`config.mk`:
```
export PLATFORM = sky130hd
export DESIGN_NAME = fetch_ctrl
export DESIGN_NICKNAME = d
export VERILOG_FILES = /design/src/rtl/cpu_types_pkg.sv /design/src/rtl/ifid_reg.sv /design/src/rtl/fetch_ctrl.sv
export SDC_FILE = /design/constraint.sdc
export NUM_CORES = 1
export LEC_CHECK = 0
export ABC_AREA = 0
export CORE_AREA = 2 2 163 165
export CTS_CLUSTER_DIAMETER = 80
export DETAILED_ROUTE_END_ITERATION = 8
export DIE_AREA = 0 0 165 167
export PLACE_DENSITY_LB_ADDON = 0.15
export SLEW_MARGIN = 20
export SYNTH_ARGS = -nofsm -noshare
export SYNTH_HDL_FRONTEND = slang
export SYNTH_HIERARCHICAL = 1
export SYNTH_SLANG_ARGS = --single-unit
```
`constraint.sdc`:
```
create_clock -name CLK -period 2.38 [get_ports CLK]
set_clock_uncertainty 0.15 [all_clocks]
set_input_delay 0.238 -clock CLK [delete_from_list [all_inputs] [get_ports CLK]]
set_output_delay 0.238 -clock CLK [all_outputs]
set_load 0.005 [all_outputs]
```
`src/rtl/cpu_types_pkg.sv`:
```
// Shared CPU types: machine word and fetch controller state encoding.
package cpu_types_pkg;

    typedef logic [31:0] word_t;

    typedef enum logic [1:0] {
        FETCH  = 2'd0,
        HOLD   = 2'd1,
        HALTED = 2'd2
    } fetch_state_t;

endpackage

```
`src/rtl/ifid_reg.sv`:
```
// IF/ID pipeline register: instruction, PC+4 and a live bit.
// clear squashes the slot (instr and valid only); clear wins over load.
module ifid_reg
    import cpu_types_pkg::*;
(
    input  logic  CLK,
    input  logic  nRST,
    input  logic  load,
    input  logic  clear,
    input  word_t instr_d,
    input  word_t npc_d,
    output word_t instr,
    output word_t npc,
    output logic  valid
);

    // Slot register with async reset, squash and load.
    always_ff @(posedge CLK or negedge nRST) begin
        if (!nRST) begin
            instr <= '0;
            npc   <= '0;
            valid <= 1'b0;
        end else if (clear) begin
            instr <= '0;
            valid <= 1'b0;
        end else if (load) begin
            instr <= instr_d;
            npc   <= npc_d;
            valid <= 1'b1;
        end
    end

endmodule

```
`src/rtl/fetch_ctrl.sv`:
```
// Instruction fetch controller: FETCH/HOLD/HALTED FSM, one-entry hold
// buffer for words that arrive while ID is stalled, and a delivered-
// instruction counter. Redirects (flush) override everything else.
module fetch_ctrl
    import cpu_types_pkg::*;
(
    input  logic  CLK,
    input  logic  nRST,
    input  word_t pc,
    input  word_t npc,
    input  logic  ihit,
    input  word_t iload,
    input  logic  stall,
    input  logic  flush,
    input  logic  halt,
    output logic  imemREN,
    output word_t imemaddr,
    output logic  pc_en,
    output word_t ifid_instr,
    output word_t ifid_npc,
    output logic  ifid_valid,
    output word_t fetch_cnt
);

    fetch_state_t state, state_n;
    word_t        hold_instr, hold_npc;
    word_t        cnt_q;
    logic         ifid_valid_q;

    // Control decoded each cycle.
    logic  ld_ifid, clr_ifid, cap_hold, cnt_inc;
    word_t ifid_instr_d, ifid_npc_d;

    assign imemaddr  = pc;
    assign fetch_cnt = cnt_q;
    // Halted pipeline presents no live instruction, but the slot keeps its data.
    assign ifid_valid = ifid_valid_q && (state != HALTED);

    // State register.
    always_ff @(posedge CLK or negedge nRST) begin
        if (!nRST) state <= FETCH;
        else       state <= state_n;
    end

    // Next state and per-cycle controls; priority flush > halt > stall/ihit.
    always_comb begin
        state_n      = state;
        imemREN      = 1'b0;
        pc_en        = 1'b0;
        ld_ifid      = 1'b0;
        clr_ifid     = 1'b0;
        cap_hold     = 1'b0;
        cnt_inc      = 1'b0;
        ifid_instr_d = iload;
        ifid_npc_d   = npc;
        case (state)
            FETCH: begin
                imemREN = 1'b1;
                if (flush) begin
                    pc_en    = 1'b1;
                    clr_ifid = 1'b1;
                end else if (halt) begin
                    state_n = HALTED;
                end else if (ihit && !stall) begin
                    pc_en   = 1'b1;
                    ld_ifid = 1'b1;
                    cnt_inc = 1'b1;
                end else if (ihit) begin
                    pc_en    = 1'b1;
                    cap_hold = 1'b1;
                    state_n  = HOLD;
                end
            end
            HOLD: begin
                if (flush) begin
                    pc_en    = 1'b1;
                    clr_ifid = 1'b1;
                    state_n  = FETCH;
                end else if (halt) begin
                    state_n = HALTED;
                end else if (!stall) begin
                    ld_ifid      = 1'b1;
                    cnt_inc      = 1'b1;
                    ifid_instr_d = hold_instr;
                    ifid_npc_d   = hold_npc;
                    state_n      = FETCH;
                end
            end
            HALTED: begin
                state_n = HALTED;
            end
            default: begin
                state_n = FETCH;
            end
        endcase
    end

    // Hold buffer: captures the word fetched while ID was stalled.
    always_ff @(posedge CLK or negedge nRST) begin
        if (!nRST) begin
            hold_instr <= '0;
            hold_npc   <= '0;
        end else if (cap_hold) begin
            hold_instr <= iload;
            hold_npc   <= npc;
        end
    end

    // Delivered-instruction counter; wraps naturally.
    always_ff @(posedge CLK or negedge nRST) begin
        if (!nRST)        cnt_q <= '0;
        else if (cnt_inc) cnt_q <= cnt_q + 32'd1;
    end

    ifid_reg u_ifid (
        .CLK     (CLK),
        .nRST    (nRST),
        .load    (ld_ifid),
        .clear   (clr_ifid),
        .instr_d (ifid_instr_d),
        .npc_d   (ifid_npc_d),
        .instr   (ifid_instr),
        .npc     (ifid_npc),
        .valid   (ifid_valid_q)
    );

endmodule

```
; Word level (Yosys, flattened, before mapping)
; Index checks and enable logic that the tools add are counted.
[op_classes]
addsub = 1
bitwise = 1
reduce_logical = 8
eq_ne = 7
n_mux = 39
[ops]
columns = cell, n
row1 = $mux 32, 10
row2 = $add 32x1->32 const B, 1
row3 = $mux 1, 19
row4 = $mux 2, 7
row5 = $ne 3x3->1 const B, 2
row6 = $pmux 2 s3, 1
row7 = $ne 2x2->1 const B, 2
row8 = $ne 4x4->1 const B, 1
row9 = $pmux 1 s2, 2
row10 = $reduce_and 4->1, 1
row11 = $eq 2x1->1 const B, 1
row12 = $eq 2x2->1 const B, 1
row13 = $logic_and 1x1->1, 2
row14 = $logic_not 2->1, 1
row15 = $reduce_and 2->1, 1
row16 = $reduce_bool 2->1, 1
row17 = $reduce_or 2->1, 1
row18 = $logic_not 1->1, 1
row19 = $not 1->1, 1
[word_totals]
output_inout_bits = 131
inputBits = 102
ff_bits = 163
elab_cells = 63

; Depth between registers and ports, before layout
; Gate-level depths: netlist (run 1).
[depth]
ltp_word = 8
ltp_mapped = 7

; Cells and area by module
; Netlist (run 1), hierarchy kept.
[modules_own_cells]
columns = mod, instances, cells_per_inst, seq_area_each_um2, area_each_um2
row1 = fetch_ctrl, 1, 389, 2452.4, 4994.8
row2 = ifid_reg, 1, 176, 1626.6, 2648.8

; Worst setup path before layout (run 1)
; No wires, ideal clock.
[synth_timing]
path_type = flip-flop to flip-flop
startpoint = register state[1]
endpoint = register u_ifid.npc[10]
required_time_ps = 2105
t_arrival_ps = 2088
n_path_buf = 3
synth_period_minus_slack_ps = 2364
setup_slack_ps = 16
stages_incl_launch_ff = 8
cell_sequence = dfrtp_1 > or4_4 > nor2_1 > buf_6 > nor2b_4 > buf_6 > buf_6 > mux2_4
[synth_via]
word_cells_on_any_way = 8
classes_between = eq/ne: 1 / mux: 3 / bitwise: 1 / reduce/logical: 3
[synth_rtl]
columns = element, line
row1 = start: declaration, fetch_ctrl.sv:25  ; fetch_state_t state, state_n;
row2 = start signal: assignment, fetch_ctrl.sv:42  ; else state <= state_n;
row3 = $eq 2x1->1 / $logic_not 2->1 (equally long branches), n/a
row4 = $pmux 1 s2 (*), n/a
row5 = via cnt_inc, fetch_ctrl.sv:31  ; logic ld_ifid, clr_ifid, cap_hold, cnt_inc;
row6 = $reduce_and 2->1 (no source line) (*), n/a
row7 = end signal: assignment, ifid_reg.sv:28  ; npc <= npc_d;
row8 = end: declaration, ifid_reg.sv:13  ; output word_t npc,
; The timed path passes the listed nets; every way through them passes the cells marked *.
; A chain may end at the register's enable or synchronous reset.

; Worst setup path in the final report (run 1)
[layout_timing]
startpoint = register state[1]
endpoint = output port ifid_valid
[layout_via]
elab_chain_cells = 2
[layout_lines]
columns = element, line
row1 = $ne 2x2->1, fetch_ctrl.sv:37  ; assign ifid_valid = ifid_valid_q && (state != HALTED);
row2 = $logic_and 1x1->1, fetch_ctrl.sv:37
row3 = end: declaration, fetch_ctrl.sv:21  ; output logic ifid_valid,
; Every way passes these cells.

==> results of run 1 <==
[per-stage QoR]
| stage | setup TNS (ns) | cell area (sq um) | instances | hold WS, ns | setup WS (ns) |
|---|---|---|---|---|---|
| finish | 0 | 10200 | 1071 | 0.203 | 0.161 |
| global route | 0 | 10200 | 1071 | 0.237 | 0.0532 |
| detailed placement | -0.951 | 9660 | 1038 | 0.0936 | -0.0633 |
| CTS | 0 | 10200 | 1071 | 0.202 | 0.125 |
| global placement | -0.605 | 9660 | 1038 | 0.0819 | -0.0564 |
| floorplan | 0 | 7640 | 565 | -0.208 | 0.0165 |
[layout make-up]
type | instances | area [sq um]
clock buffers | 19 | 443
clock inverters | 13 | 115
fillers | 2419 | 15500
inverters | 5 | 18.8
multi-input cells | 337 | 3160
flip-flops and latches | 163 | 4080
well taps | 335 | 419
repair buffers | 199 | 1990
[final timing paths]
| path | end | start |
|---|---|---|
| setup / recovery | ifid_valid | state[1] |
| hold / removal | u_ifid/npc[9] | nRST |
| setup reg to reg | u_ifid/npc[0] | state[1] |
| hold reg to reg | fetch_cnt[31] | fetch_cnt[31] |
| max in group asynchronous | u_ifid/instr[17] | nRST |
| min in group CLK | hold_instr[3] | iload[3] |
[report_power, final]
part / switching (mW) / internal [mW] / total, mW
sequential: 0.392 / 3.49 / 3.88
clock: 1.23 / 1.40 / 2.63
combinational: 0.622 / 1.35 / 1.97
total: 2.25 / 6.24 / 8.49
[what timing repair did]
item	4_1_cts	5_1_grt
hold buffers	1	0
endpoints found under the hold margin	49	0
buffers inserted	0	0
[layer usage]
layer  GRT usage  part of all wire  vias up
met4      0.0484             0.016        0
met2       0.214              0.47      124
met5           0                 0        -
met3      0.0299             0.050       31
met1       0.176              0.47     2449
li1            -                 -     2259
[state kept, by name (all words and copies together) (netlist names)]
| register | flops |
|---|---|
| fetch_cnt | 32 |
| hold_instr | 32 |
| hold_npc | 32 |
| u_ifid/instr | 32 |
| u_ifid/npc | 32 |
| state | 2 |
| u_ifid/valid | 1 |
[layout by cell type (no fill, tap or decap), types with 2 or more instances in the layout]
| cell type | count |
|---|---|
| inv_1 | 5 |
| nor4_1 | 5 |
| and4_1 | 5 |
| mux2_2 | 131 |
| nor2_1 | 44 |
| inv_8 | 2 |
| nor2b_4 | 2 |
| nand3_1 | 9 |
| dfrtp_1 | 163 |
| clkbuf_16 | 17 |
| inv_6 | 5 |
| buf_4 | 24 |
| clkinvlp_4 | 3 |
| mux2i_1 | 32 |
| and3_1 | 2 |
| nor3_1 | 7 |
| clkdlybuf4s50_1 | 167 |
| clkinv_4 | 3 |
| xnor2_1 | 12 |
| mux2_4 | 30 |
| nand4_1 | 4 |
| nand2_1 | 16 |
| buf_12 | 6 |
| nor3b_1 | 2 |
| xor2_1 | 19 |
| nor4_2 | 6 |
[kinds of logic (layout without fill, tap and decap cells)]
family / Yosys count / in the layout / share of synthesized area
multiplexers: 193 / 193 / 0.294
buffers and inverters: 65 / 236 / 0.0553
AO/OA/AOI/OAI: 1 / 1 / 0.000983
flip-flops: 163 / 163 / 0.534
adder cells (fa/ha/maj): 1 / 1 / 0.00164
AND/OR/NAND/NOR: 111 / 111 / 0.0791
XOR/XNOR: 31 / 31 / 0.0355
[synthesized netlist by cell type, types with 2 or more instances]
cell type	instances	area, sq um
nor3b_1	2	15.0
xnor2_1	12	105
mux2i_1	32	320
nand4_1	4	25.0
buf_2	5	25.0
buf_4	32	240
nor4_2	6	75.1
dfrtp_1	163	4080
mux2_4	30	450
nand3_1	9	45.0
buf_1	2	7.51
and4_1	5	43.8
nor4_1	5	31.3
nand2_1	17	63.8
buf_6	7	78.8
inv_1	5	18.8
clkbuf_1	14	52.6
mux2_2	131	1480
nor3_1	7	35.0
xor2_1	19	166
and3_1	2	12.5
nor2_1	45	169
[worst max-delay path, cell delays in order (launching register included)]
cell             delay (ns)
dfrtp_1                0.37
buf_4                  0.16
or2b_1                 0.24
and2_1                 0.15
clkdlybuf4s50_1        0.48
==> reports/qor.yml, run 1 <==
status: "finished clean"
rsz0062_at_grt: "no"
synth-edff-count: 0
clk_pin_slew_ns: 0.07
tritoncts: "yes"
gp_congestion: 0.756
maxCapViolations: 0
clock_path_buffers: 2
hold_class: "input pin to asynchronous set/reset pin"
peakVddDrop_mv: 0.360
antenna_found_initial: 0
dieWidth_um: 165
root_buffer: "clkbuf_16"
antenna_cells: 0
grt_pass1_wl_um: 28900
setup_violations: 0
p_leak_nw: 4.59
async_reset_ff_frac: 1.00
drc_errors: 0
ys_seq_area_frac: 0.534
wl_um: 18200
fmax_mhz: 451
vias: 4863
grt_use_total: 0.134
syn_area_per_cell_sq_um: 13.5
ant_nets: 0
crit_fanout: 7
final_util: 0.397
final_layout_size_suffix_gt1_frac: 0.319
syn_nets: 668
cp-end-kind: "output port"
maxSlewViolCount: 0
synth-seq-cells: 163
die_y_um: 167
insertion_delay_ns: 0.42
wl_per_cell_um: 17.0
power_mw: 8.49
synthDistinctLibCells: 33
grt_max_degree: 54
die_area_sq_mm: 0.0276
reg2reg_depth: 5
h-tree-depth: 4
hpwl_um: 12500
finalHoldViolCount: 0
vias_per_cell: 4.54
cts_made_buffers: 17
drt_iter0_drc: 164
pwr_density_cell_mw_per_mm2: 830
r2r_slack_ns: 0.20
worst_pin_slew_ns: 0.530
dr.pass1.iters: 4
slew_headroom: 0.647
cts_resized: 0
startpoint_type: "flop"
nNetsFinal: 826
synthCells: 565
period_share: 0.932
ios: 233
worstPathArrival_ns: 1.83
critical_path_class: "flop to output port"
area_growth_pct: 33.9
finalCriticalPeriod_ns: 2.22
required_ns: 1.99
synth_warnings: 6
initial_core_util: 0.297
syn_area_sq_mm: 0.00764
synth_ff_type: "dfrtp_1"
grt_pass1_vias: 5290
clock-sinks: 163
coreArea_sq_mm: 0.0258
grt_remaining_overflow: 0
core.rowCount: 59
port_buffers: 168
(Power assumes the default switching activity.)
==> inputs of run 2 (changes only) <==
GPL_ROUTABILITY_DRIVEN = 0   (was not set)
GPL_TIMING_DRIVEN = 0   (was not set)
==> reports/qor.yml, run 2 (synthesis results as in run 1) <==
die_area_sq_mm: 0.0276  # unchanged
ios: 233  # unchanged
p_clk_frac: 0.317  # +0.007
cts_made_buffers: 17  # unchanged
core.rowCount: 59  # unchanged
critical_path_class: "flop to flop"
status: "finished clean"
dr.pass1.iters: 6  # +2
tritoncts: "yes"
worstPathArrival_ns: 2.48  # +0.65 ns
wl_um: 19100  # +4.9%
cp-end-kind: "flop"
slew_headroom: 0.517  # -0.130
h-tree-depth: 4  # unchanged
grt_remaining_overflow: 0  # unchanged
seqPwrFrac: 0.445  # -0.012
p_int_mw: 6.42  # +2.9%
hpwl_um: 13300  # +6.2%
required_ns: 2.53  # +0.54 ns
initial_core_util: 0.297  # unchanged
period_share: 0.978  # +0.0460
worst_pin_slew_ns: 0.724  # +0.195 ns
finalCriticalPeriod_ns: 2.33  # +0.109 ns
placed_cell_area_sq_mm: 0.0101  # +4.5%
ant_nets: 0  # unchanged
final_area_sq_mm: 0.0108  # +5.6%
insertion_delay_ns: 0.42  # about the same
p_leak_nw: 4.83  # +5.4%
clock_path_buffers: 2  # unchanged
vias: 5179  # +6.5%
grt_pass1_wl_um: 30000  # +3.9%
nNetsFinal: 896  # +8.5%
antenna_found_initial: 0  # unchanged
maxSlewViolCount: 0  # unchanged
sw_frac_of_total: 0.263  # -0.00116
port_buffers: 200  # +19%
die_y_um: 167  # unchanged
maxCapViolations: 0  # unchanged
clk_pin_slew_ns: 0.07  # about the same
setup_violations: 0  # unchanged
wl_per_cell_um: 16.7  # -1.6%
peakVddDrop_mv: 0.325  # -9.7%
drc_errors: 0  # unchanged
clock-sinks: 163  # unchanged
finalHoldViolCount: 0  # unchanged
grt_max_degree: 93  # +72%
fill_cells: 2389  # -1.2%
layout_common_cells: "clkdlybuf4s50_1, dfrtp_1, mux2_2"
totalNegativeSetupSlack_ns: 0  # unchanged
antenna_cells: 0  # unchanged
fmax_mhz: 430  # -4.7%
place_inst: 1101  # +6.1%
vias_per_cell: 4.54  # about the same
finalNonFillerCells: 1141  # +6.5%
drt_iter0_drc: 206  # +26%
grt_pass1_vias: 5443  # +2.9%
final_layout_size_suffix_gt1_frac: 0.337  # +0.0182
power_frac_comb: 0.238  # +0.006
mostFrequentLayoutCell: "clkdlybuf4s50_1"
root_buffer: "clkbuf_16"
startpoint_type: "flop"
crit_fanout: 10  # +3
rsz0062_at_grt: "yes"
netSwitchingPower_mw: 2.30  # +2.3%
grt_use_total: 0.139  # +0.00535
coreArea_sq_mm: 0.0258  # unchanged
dieWidth_um: 165  # unchanged
area_growth_pct: 41.3
hold_class: "input pin to asynchronous set/reset pin"
pwr_density_cell_mw_per_mm2: 807  # -2.7%
-- run 2: path summary, 6_finish.rpt --
path                                   to          start  slack, ns  cells past startpoint
max                        u_ifid/npc[28]       state[1]       0.05                      7
min                         u_ifid/npc[8]           nRST       0.26                      2
max reg2reg                u_ifid/npc[28]       state[1]       0.05                      7
min reg2reg                 fetch_cnt[31]  fetch_cnt[31]       0.32                      1
max in group asynchronous        state[1]           nRST       0.98                      3
min in group CLK                 state[0]          stall       0.30                      3
-- run 2: timing repair --
item	in CTS	in global routing
cloned	0	0
buffers inserted	6	2
pin swaps	2	2
hold buffers	1	0
endpoints found under the setup margin	126	64
endpoints found under the hold margin	91	0
resized for setup	11	14
-- run 2: routing by layer --
layer | vias up | part of all wire | global-route usage
met5 | - | 0 | 0
met4 | 0 | 0.010 | 0.0333
met3 | 17 | 0.061 | 0.0346
met2 | 170 | 0.48 | 0.226
met1 | 2602 | 0.45 | 0.186
li1 | 2390 | - | -
-- run 2: stage by stage --
step | setup slack [ns] | total power [mW] | util | hold slack, ns
2_1_floorplan | 0.0165 | 4.80 | - | -0.208
3_3_place_gp | -5.90 | 5.93 | 0.391 | 0.309
3_5_place_dp | -0.586 | 6.02 | 0.392 | 0.165
4_1_cts | -0.00418 | 8.85 | 0.418 | 0.266
5_1_grt | -0.00883 | 9.24 | 0.419 | 0.297
6_report | 0.0517 | 8.72 | 0.419 | 0.263
-- run 2: final cells by class --
type | count | area, sq um | area share
Multi-Input combinational cell | 337 | 3170 | 0.293
Clock inverter | 14 | 139 | 0.0129
Sequential cell | 163 | 4090 | 0.378
Timing Repair Buffer | 210 | 2100 | 0.195
Inverter | 5 | 18.8 | 0.00174
Tap cell | 335 | 419 | 0.0388
Buffer | 59 | 429 | 0.0397
Clock buffer | 18 | 439 | 0.0406
-- run 2: worst max-delay path: stages (launching register included) --
cell and delay, ns:
dfrtp_2 0.45, or4_4 0.55, nor2_4 0.13, buf_6 0.15, nor2b_4 0.14, buf_6 0.14, buf_8 0.18, mux2_4 0.32
-- run 2: power groups by stage --
stage | Clock, mW | Combinational (mW) | Sequential, mW
floorplan | 0 | 0.925 | 3.87
global placement | 0 | 2.03 | 3.90
detailed placement | 0 | 2.08 | 3.94
CTS | 2.85 | 2.10 | 3.90
global route | 3.00 | 2.25 | 3.99
finish | 2.76 | 2.08 | 3.88
==> inputs of run 3 (changes only) <==
GPL_TIMING_DRIVEN = not set   (was 0)
SLEW_MARGIN = not set   (was 20)
==> results of run 3 <==
The final DEF is identical to that of run 1; final timing and power are the same.
